[config.mk]
export PLATFORM = sky130hd
export DESIGN_NAME = ysyx_22050019_axi_arbiter
export DESIGN_NICKNAME = d
export VERILOG_FILES = /design/src/rtl/ysyx_22050019_axi_pkg.sv /design/src/rtl/ysyx_22050019_axi_arbiter_rr_arb2.sv /design/src/rtl/ysyx_22050019_axi_arbiter.sv
export SDC_FILE = /design/constraint.sdc
export NUM_CORES = 1
export LEC_CHECK = 0
export ABC_AREA = 1
export BUFFER_PORTS_ARGS = -buffer_cell sky130_fd_sc_hd__buf_2
export CAP_MARGIN = 40
export CELL_PAD_IN_SITES_DETAIL_PLACEMENT = 0
export CELL_PAD_IN_SITES_GLOBAL_PLACEMENT = 1
export CORE_AREA = 4 4 207 209
export CTS_BUF_LIST = sky130_fd_sc_hd__clkbuf_2 sky130_fd_sc_hd__clkbuf_4 sky130_fd_sc_hd__clkbuf_8
export CTS_CLUSTER_DIAMETER = 50
export DETAILED_ROUTE_END_ITERATION = 6
export DIE_AREA = 0 0 211 213
export GPL_ROUTABILITY_DRIVEN = 0
export PLACE_DENSITY_LB_ADDON = 0.1
export SYNTH_ARGS = -nofsm -noshare
export SYNTH_HDL_FRONTEND = slang
export SYNTH_HIERARCHICAL = 1
export SYNTH_SLANG_ARGS = --single-unit
export TNS_END_PERCENT = 30
[constraint.sdc]
create_clock -name clk -period 1.4 [get_ports clk]
set_clock_uncertainty 0.05 [all_clocks]
set_input_delay 0.07 -clock clk [delete_from_list [all_inputs] [get_ports clk]]
set_output_delay 0.07 -clock clk [all_outputs]
set_load 0.01 [all_outputs]
[src/rtl/ysyx_22050019_axi_pkg.sv]
`default_nettype none
// ============================================================================
// Module      : ysyx_22050019_axi_pkg
// Description : Shared encodings for the IFU/LSU AXI arbiter (read FSM state,
//               grant owner, response codes).
// Revision    : 1.0 - initial release
// ============================================================================
package ysyx_22050019_axi_pkg;

    typedef enum logic [1:0] {
        R_IDLE = 2'd0,
        R_IFU  = 2'd1,
        R_LSU  = 2'd2
    } rd_state_t;

    typedef enum logic [0:0] {
        GNT_IFU = 1'b0,
        GNT_LSU = 1'b1
    } grant_t;

    localparam logic [1:0] RESP_OKAY = 2'b00;

endpackage
`default_nettype wire

[src/rtl/ysyx_22050019_axi_arbiter_rr_arb2.sv]
`default_nettype none
// ============================================================================
// Module      : ysyx_22050019_rr_arb2
// Description : Two-way combinational round-robin pick; bit0 = IFU, bit1 = LSU.
// Revision    : 1.0 - initial release
// ============================================================================
module ysyx_22050019_rr_arb2
    import ysyx_22050019_axi_pkg::*;
(
    input  wire logic [1:0] i_req,
    input  wire grant_t     i_last_grant,
    output logic      [1:0] o_gnt
);

    always_comb begin
        o_gnt = 2'b00;
        if (i_req == 2'b11) begin
            // On a tie the master that did not win last time goes first
            o_gnt = (i_last_grant == GNT_IFU) ? 2'b10 : 2'b01;
        end else begin
            o_gnt = i_req;
        end
    end

endmodule
`default_nettype wire

[src/rtl/ysyx_22050019_axi_arbiter.sv]
`default_nettype none
// ============================================================================
// Module      : ysyx_22050019_axi_arbiter
// Description : Arbitrates IFU/LSU reads onto one AXI slave; LSU writes pass
//               straight through.
// Revision    : 1.0 - initial release
// ============================================================================
module ysyx_22050019_axi_arbiter
    import ysyx_22050019_axi_pkg::*;
#(
    parameter int AXI_DATA_WIDTH = 64,
    parameter int AXI_ADDR_WIDTH = 32
) (
    input  wire logic                        clk,
    input  wire logic                        rst,
    // IFU read
    input  wire logic                        ifu_ar_valid_i,
    input  wire logic [AXI_ADDR_WIDTH-1:0]   ifu_ar_addr_i,
    output logic                             ifu_ar_ready_o,
    output logic                             ifu_r_valid_o,
    output logic [1:0]                       ifu_r_resp_o,
    output logic [AXI_DATA_WIDTH-1:0]        ifu_r_data_o,
    input  wire logic                        ifu_r_ready_i,
    // LSU read
    input  wire logic                        lsu_ar_valid_i,
    input  wire logic [AXI_ADDR_WIDTH-1:0]   lsu_ar_addr_i,
    output logic                             lsu_ar_ready_o,
    output logic                             lsu_r_valid_o,
    output logic [1:0]                       lsu_r_resp_o,
    output logic [AXI_DATA_WIDTH-1:0]        lsu_r_data_o,
    input  wire logic                        lsu_r_ready_i,
    // LSU write
    input  wire logic                        lsu_aw_valid_i,
    input  wire logic [AXI_ADDR_WIDTH-1:0]   lsu_aw_addr_i,
    output logic                             lsu_aw_ready_o,
    input  wire logic                        lsu_w_valid_i,
    input  wire logic [AXI_DATA_WIDTH-1:0]   lsu_w_data_i,
    input  wire logic [AXI_DATA_WIDTH/8-1:0] lsu_w_strb_i,
    output logic                             lsu_w_ready_o,
    output logic                             lsu_b_valid_o,
    output logic [1:0]                       lsu_b_resp_o,
    input  wire logic                        lsu_b_ready_i,
    // Slave read
    output logic                             s_ar_valid_o,
    output logic [AXI_ADDR_WIDTH-1:0]        s_ar_addr_o,
    input  wire logic                        s_ar_ready_i,
    input  wire logic                        s_r_valid_i,
    input  wire logic [1:0]                  s_r_resp_i,
    input  wire logic [AXI_DATA_WIDTH-1:0]   s_r_data_i,
    output logic                             s_r_ready_o,
    // Slave write
    output logic                             s_aw_valid_o,
    output logic [AXI_ADDR_WIDTH-1:0]        s_aw_addr_o,
    input  wire logic                        s_aw_ready_i,
    output logic                             s_w_valid_o,
    output logic [AXI_DATA_WIDTH-1:0]        s_w_data_o,
    output logic [AXI_DATA_WIDTH/8-1:0]      s_w_strb_o,
    input  wire logic                        s_w_ready_i,
    input  wire logic                        s_b_valid_i,
    input  wire logic [1:0]                  s_b_resp_i,
    output logic                             s_b_ready_o
);

    rd_state_t  r_state;
    rd_state_t  w_next;
    logic       r_ar_done;
    grant_t     r_last_grant;
    logic [1:0] w_req;
    logic [1:0] w_gnt;
    logic       w_ar_hs;

    assign w_req = {lsu_ar_valid_i, ifu_ar_valid_i};

    ysyx_22050019_rr_arb2 u_rr_arb2 (
        .i_req        (w_req),
        .i_last_grant (r_last_grant),
        .o_gnt        (w_gnt)
    );

    assign w_ar_hs = s_ar_valid_o & s_ar_ready_i;

    always_ff @(posedge clk) begin
        if (rst) begin
            r_state      <= R_IDLE;
            r_ar_done    <= 1'b0;
            r_last_grant <= GNT_IFU;
        end else begin
            r_state <= w_next;
            if (w_next == R_IDLE) begin
                r_ar_done <= 1'b0;
            end else if (w_ar_hs) begin
                r_ar_done <= 1'b1;
            end
            if (r_state == R_IDLE && w_next == R_IFU) begin
                r_last_grant <= GNT_IFU;
            end else if (r_state == R_IDLE && w_next == R_LSU) begin
                r_last_grant <= GNT_LSU;
            end
        end
    end

    always_comb begin
        w_next         = r_state;
        s_ar_valid_o   = 1'b0;
        s_ar_addr_o    = '0;
        s_r_ready_o    = 1'b0;
        ifu_ar_ready_o = 1'b0;
        ifu_r_valid_o  = 1'b0;
        ifu_r_resp_o   = RESP_OKAY;
        ifu_r_data_o   = '0;
        lsu_ar_ready_o = 1'b0;
        lsu_r_valid_o  = 1'b0;
        lsu_r_resp_o   = RESP_OKAY;
        lsu_r_data_o   = '0;
        case (r_state)
            R_IDLE: begin
                if (w_gnt[1]) begin
                    w_next = R_LSU;
                end else if (w_gnt[0]) begin
                    w_next = R_IFU;
                end
            end
            R_IFU: begin
                // ar_done blocks a second AR while the master still holds valid
                s_ar_valid_o   = ifu_ar_valid_i & ~r_ar_done;
                s_ar_addr_o    = ifu_ar_addr_i;
                ifu_ar_ready_o = s_ar_ready_i & ~r_ar_done;
                ifu_r_valid_o  = s_r_valid_i;
                ifu_r_resp_o   = s_r_resp_i;
                ifu_r_data_o   = s_r_data_i;
                s_r_ready_o    = ifu_r_ready_i;
                if (s_r_valid_i && ifu_r_ready_i) begin
                    w_next = R_IDLE;
                end
            end
            R_LSU: begin
                s_ar_valid_o   = lsu_ar_valid_i & ~r_ar_done;
                s_ar_addr_o    = lsu_ar_addr_i;
                lsu_ar_ready_o = s_ar_ready_i & ~r_ar_done;
                lsu_r_valid_o  = s_r_valid_i;
                lsu_r_resp_o   = s_r_resp_i;
                lsu_r_data_o   = s_r_data_i;
                s_r_ready_o    = lsu_r_ready_i;
                if (s_r_valid_i && lsu_r_ready_i) begin
                    w_next = R_IDLE;
                end
            end
            default: begin
                w_next = R_IDLE;
            end
        endcase
    end

    // Writes have a single source, so they are pure wiring
    assign s_aw_valid_o   = lsu_aw_valid_i;
    assign s_aw_addr_o    = lsu_aw_addr_i;
    assign lsu_aw_ready_o = s_aw_ready_i;
    assign s_w_valid_o    = lsu_w_valid_i;
    assign s_w_data_o     = lsu_w_data_i;
    assign s_w_strb_o     = lsu_w_strb_i;
    assign lsu_w_ready_o  = s_w_ready_i;
    assign lsu_b_valid_o  = s_b_valid_i;
    assign lsu_b_resp_o   = s_b_resp_i;
    assign s_b_ready_o    = lsu_b_ready_i;

endmodule
`default_nettype wire
==> summary.md <==
| Metric | Value |
|---|---|
| Antenna diodes | `0` |
| Worst-case setup slack after placement | `-168.2 ps` |
| Fraction of the mapped netlist area in adder cells | `under 10%` |
| Total routing usage reported by global routing | `6.969%` |
| Number of enable-type register cells in the synthesized netlist | `0` |
| I/O Pins | `about 530` |
| Area inside the core boundary | `40830 µm²` |
| Clock latency of the later-clocked register in the worst-skew pair | `220 ps` |
| Final-stage net count | `around 1100` |
| Count of buffers from port buffering | `307` |
| Cts hold-fix bufs | `0` |
| Detailed-router iteration count before antenna repair | `4` |
| Fraction of post-synthesis cell area in the top cell type by area | `roughly 33%` |
| Vias in the first global route | `4013` |
| Layout cells sized above 1 | `around 59%` |
| DRC | `0` |
| CTS Buffer Depth | `2` |
| Post-Route Hold Slack | `90.00 ps` |
| Maximum Capacitance Violations | `0` |
| Status | `finished with violations` |
| Sequential-to-total area share from yosys stat | `under 10%` |
| FF-to-FF path depth | `12` |
| Fin. Hold Viols | `0` |
| Effective utilization at floorplan | `under 10%` |
| Ys async rst share | `0%` |
| Hold Crit Class | `in -> out` |
| Endpoint of the lowest-slack register-to-register path | `r_last_grant$_SDFFE_PP0P_` |
| Setup violation total in the final timing report | `170` |
| Top library cells by usage in the layout, fill and taps aside | `sky130_fd_sc_hd__buf_2, sky130_fd_sc_hd__nand2_1, sky130_fd_sc_hd__inv_1` |
| Via-to-Cell Ratio | `2.904` |
| Compound-Gate Fraction of Synth Area | `under 10%` |
| Largest family of logic cells by synthesized area | `buffers and inverters` |
| Total length of routed wires | `18.19 mm` |
| Top cell type by total area after synthesis | `sky130_fd_sc_hd__buf_4` |
| Clock transition at path regs | `30 ps` |
| Hold path cells | `0` |
| Die area | `44940 µm²` |
| CTS buffer count | `3` |
| Most common cell after layout, fill and taps aside | `sky130_fd_sc_hd__buf_2` |
| Per-cell routed wire length | `approximately 14 µm` |
| Cell area after technology mapping | `between 2000 and 3000 µm²` |
| DP Wirelength | `between 15 and 20 mm` |
| Yosys warnings | `6` |
| Layout-stage area growth over the synthesis result | `101.0%` |
| Width of the die | `about 210 µm` |
| Clock Sink Count | `4` |
| Maximum ir drop on the vdd rail | `about 230 µV` |
| Worst flop-to-flop path startpoint | `r_state[0]$_SDFF_PP0_` |
| Critical Path Sink Type | `output pin` |
| Synth Net Count | `815` |
| Post-synth top flop | `sky130_fd_sc_hd__dfxtp_1` |
| XOR/XNOR share of the synthesized area | `0%` |
| Hold Crit Start | `lsu_aw_addr_i[1]` |
| Min-Delay Endpoint | `s_aw_addr_o[1]` |
| Worst Path Arrival | `1540 ps` |
| Maximum number of pins on one net before global-route repair | `20` |
| CP Class | `reg -> out` |
| Crit start category | `flop` |
| Slew @ Worst Pin | `~200 ps` |
| Dominant cells by area after synthesis | `sky130_fd_sc_hd__buf_4, sky130_fd_sc_hd__nand2_1, sky130_fd_sc_hd__inv_1` |
| Reg2reg setup slack | `-120 ps` |
| Synthesized-area fraction occupied by and/or/nand/nor cells | `between 30% and 40%` |
| Worst relative slew slack | `about 86%` |
| Depth of the CTS H-tree | `1` |
| Leakage power of the design | `between 0.003 and 0.004 µW` |
| Chip height | `between 200 and 250 µm` |
| Worst Slack Setup Final | `-263.5 ps` |
| Total congestion overflow after global routing | `0` |
| Clock tree from TritonCTS | `yes` |
| Maximum operating frequency | `roughly 600 MHz` |
| Pins over their slew limit | `0` |
| Avg Inst Size Synth | `between 4 and 5 µm²` |
| Post-synthesis mux area share | `0%` |
| Number of violations reported at the end of detailed-routing iteration 0 | `95` |
| Final Critical Period | `around 1700 ps` |
| Buffer cell driving the clock tree root | `sky130_fd_sc_hd__clkbuf_8` |
| Worst endpoint required time | `approximately 1300 ps` |
| Synthesized instance count | `561` |
| Setup repair after global routing missed its margin | `yes` |
| Violated checks | `negative setup slack` |
| Total number of vias | `3883` |
| Crit path max fanout | `8` |
| Antenna viol nets, final | `0` |
| Ratio of final minimum period to clock period | `118.8%` |
| Global-route wire length before repair | `approximately 24 mm` |
| Initial antenna violation count | `0` |
| Number of different library cells in the post-synthesis netlist | `20` |
| Ratio of total power to cell area | `between 500 and 600 nW/µm²` |
| FF+latch count, synth | `4` |
| Number of cell rows | `74` |
critical path, stage by stage (launching register included):
cell                      delay, ps
sky130_fd_sc_hd__dfxtp_2        320
sky130_fd_sc_hd__buf_4          150
sky130_fd_sc_hd__ha_4           170
sky130_fd_sc_hd__buf_12         150
sky130_fd_sc_hd__buf_12         130
sky130_fd_sc_hd__buf_6          100
sky130_fd_sc_hd__nand2_2         40
sky130_fd_sc_hd__a21oi_2        120
sky130_fd_sc_hd__buf_2          140
power breakdown:
group | leakage, µW | total, µW | internal, µW | switching [µW]
logic | 0.00371 | 2630 | 1310 | 1320
registers | 0.0000336 | 145 | 132 | 13.0
clock network | 0.0000216 | 243 | 183 | 59.7
total | 0.00377 | 3020 | 1620 | 1400
worst max-delay path by stage:
stage	from	to	slack (ps)	cells past startpoint
global route	r_state[0]$_SDFF_PP0_	s_ar_addr_o[14]	-350	8
CTS	r_state[0]$_SDFF_PP0_	s_ar_addr_o[14]	-310	8
finish	r_state[0]$_SDFF_PP0_	s_ar_addr_o[5]	-260	8
floorplan	r_state[0]$_SDFF_PP0_	s_ar_addr_o[0]	-30	5
global placement	r_state[0]$_SDFF_PP0_	s_ar_addr_o[25]	-170	7
detailed placement	r_state[0]$_SDFF_PP0_	lsu_r_data_o[43]	-170	8
per-stage QoR:
stage,cells,utilization [%],total power [µW],cell area [µm²],setup TNS (ps)
after global placement,1313,10.99,2205,4486,-9295
final,1337,13.58,3019,5544,-32280
after detailed placement,1313,10.99,2164,4486,-9042
after global routing,1337,13.58,3309,5544,-46090
after floorplan,561,-,1290,2758,-822.5
after CTS,1324,12.17,2736,4971,-34710
cell type report:
cell class / instances / area, µm²
multi-input combinational: 274 / 1464
clock buffer: 3 / 41.29
tap: 532 / 665.6
sequential: 4 / 82.58
inverter: 146 / 553.0
timing repair buffer: 378 / 2738
fill: 4899 / 35290
layer usage:
metal / global-route usage [%] / wire [µm] / up-vias
li1: - / - / 1948
met1: 7.451 / 6627 / 1662
met2: 13.10 / 9480 / 245
met3: 2.689 / 1802 / 28
met4: 1.274 / 281 / 0
met5: 0.2155 / 0 / -
cell families after synthesis:
kind of cell | after synthesis
flops | 4
simple gates | 232
compound gates | 38
buf+inv | 283
fa+ha+maj | 4
synthesized netlist by cell type, types with 2 or more instances:
cell type / instances
sky130_fd_sc_hd__inv_1: 145
sky130_fd_sc_hd__nand3_1: 7
sky130_fd_sc_hd__nor2_1: 3
sky130_fd_sc_hd__buf_2: 12
sky130_fd_sc_hd__nand2_1: 217
sky130_fd_sc_hd__dfxtp_1: 4
sky130_fd_sc_hd__ha_1: 4
sky130_fd_sc_hd__nor3b_1: 2
sky130_fd_sc_hd__a21oi_1: 34
sky130_fd_sc_hd__buf_4: 120
sky130_fd_sc_hd__clkbuf_1: 4
registers in the layout, indices dropped and copies added, names as in the netlist:
name          cells
r_state           2
r_ar_done         1
r_last_grant      1
what timing repair did:
item / 4_1_cts / 5_1_grt
pin swaps: 1 / 9
hold endpoints to repair: 0 / 0
gates resized for setup: 76 / 132
gates cloned: 2 / 3
setup buffers: 6 / 12
endpoints found under the setup margin: 171 / 174
Note: power is estimated with default switching activity, not from simulation.
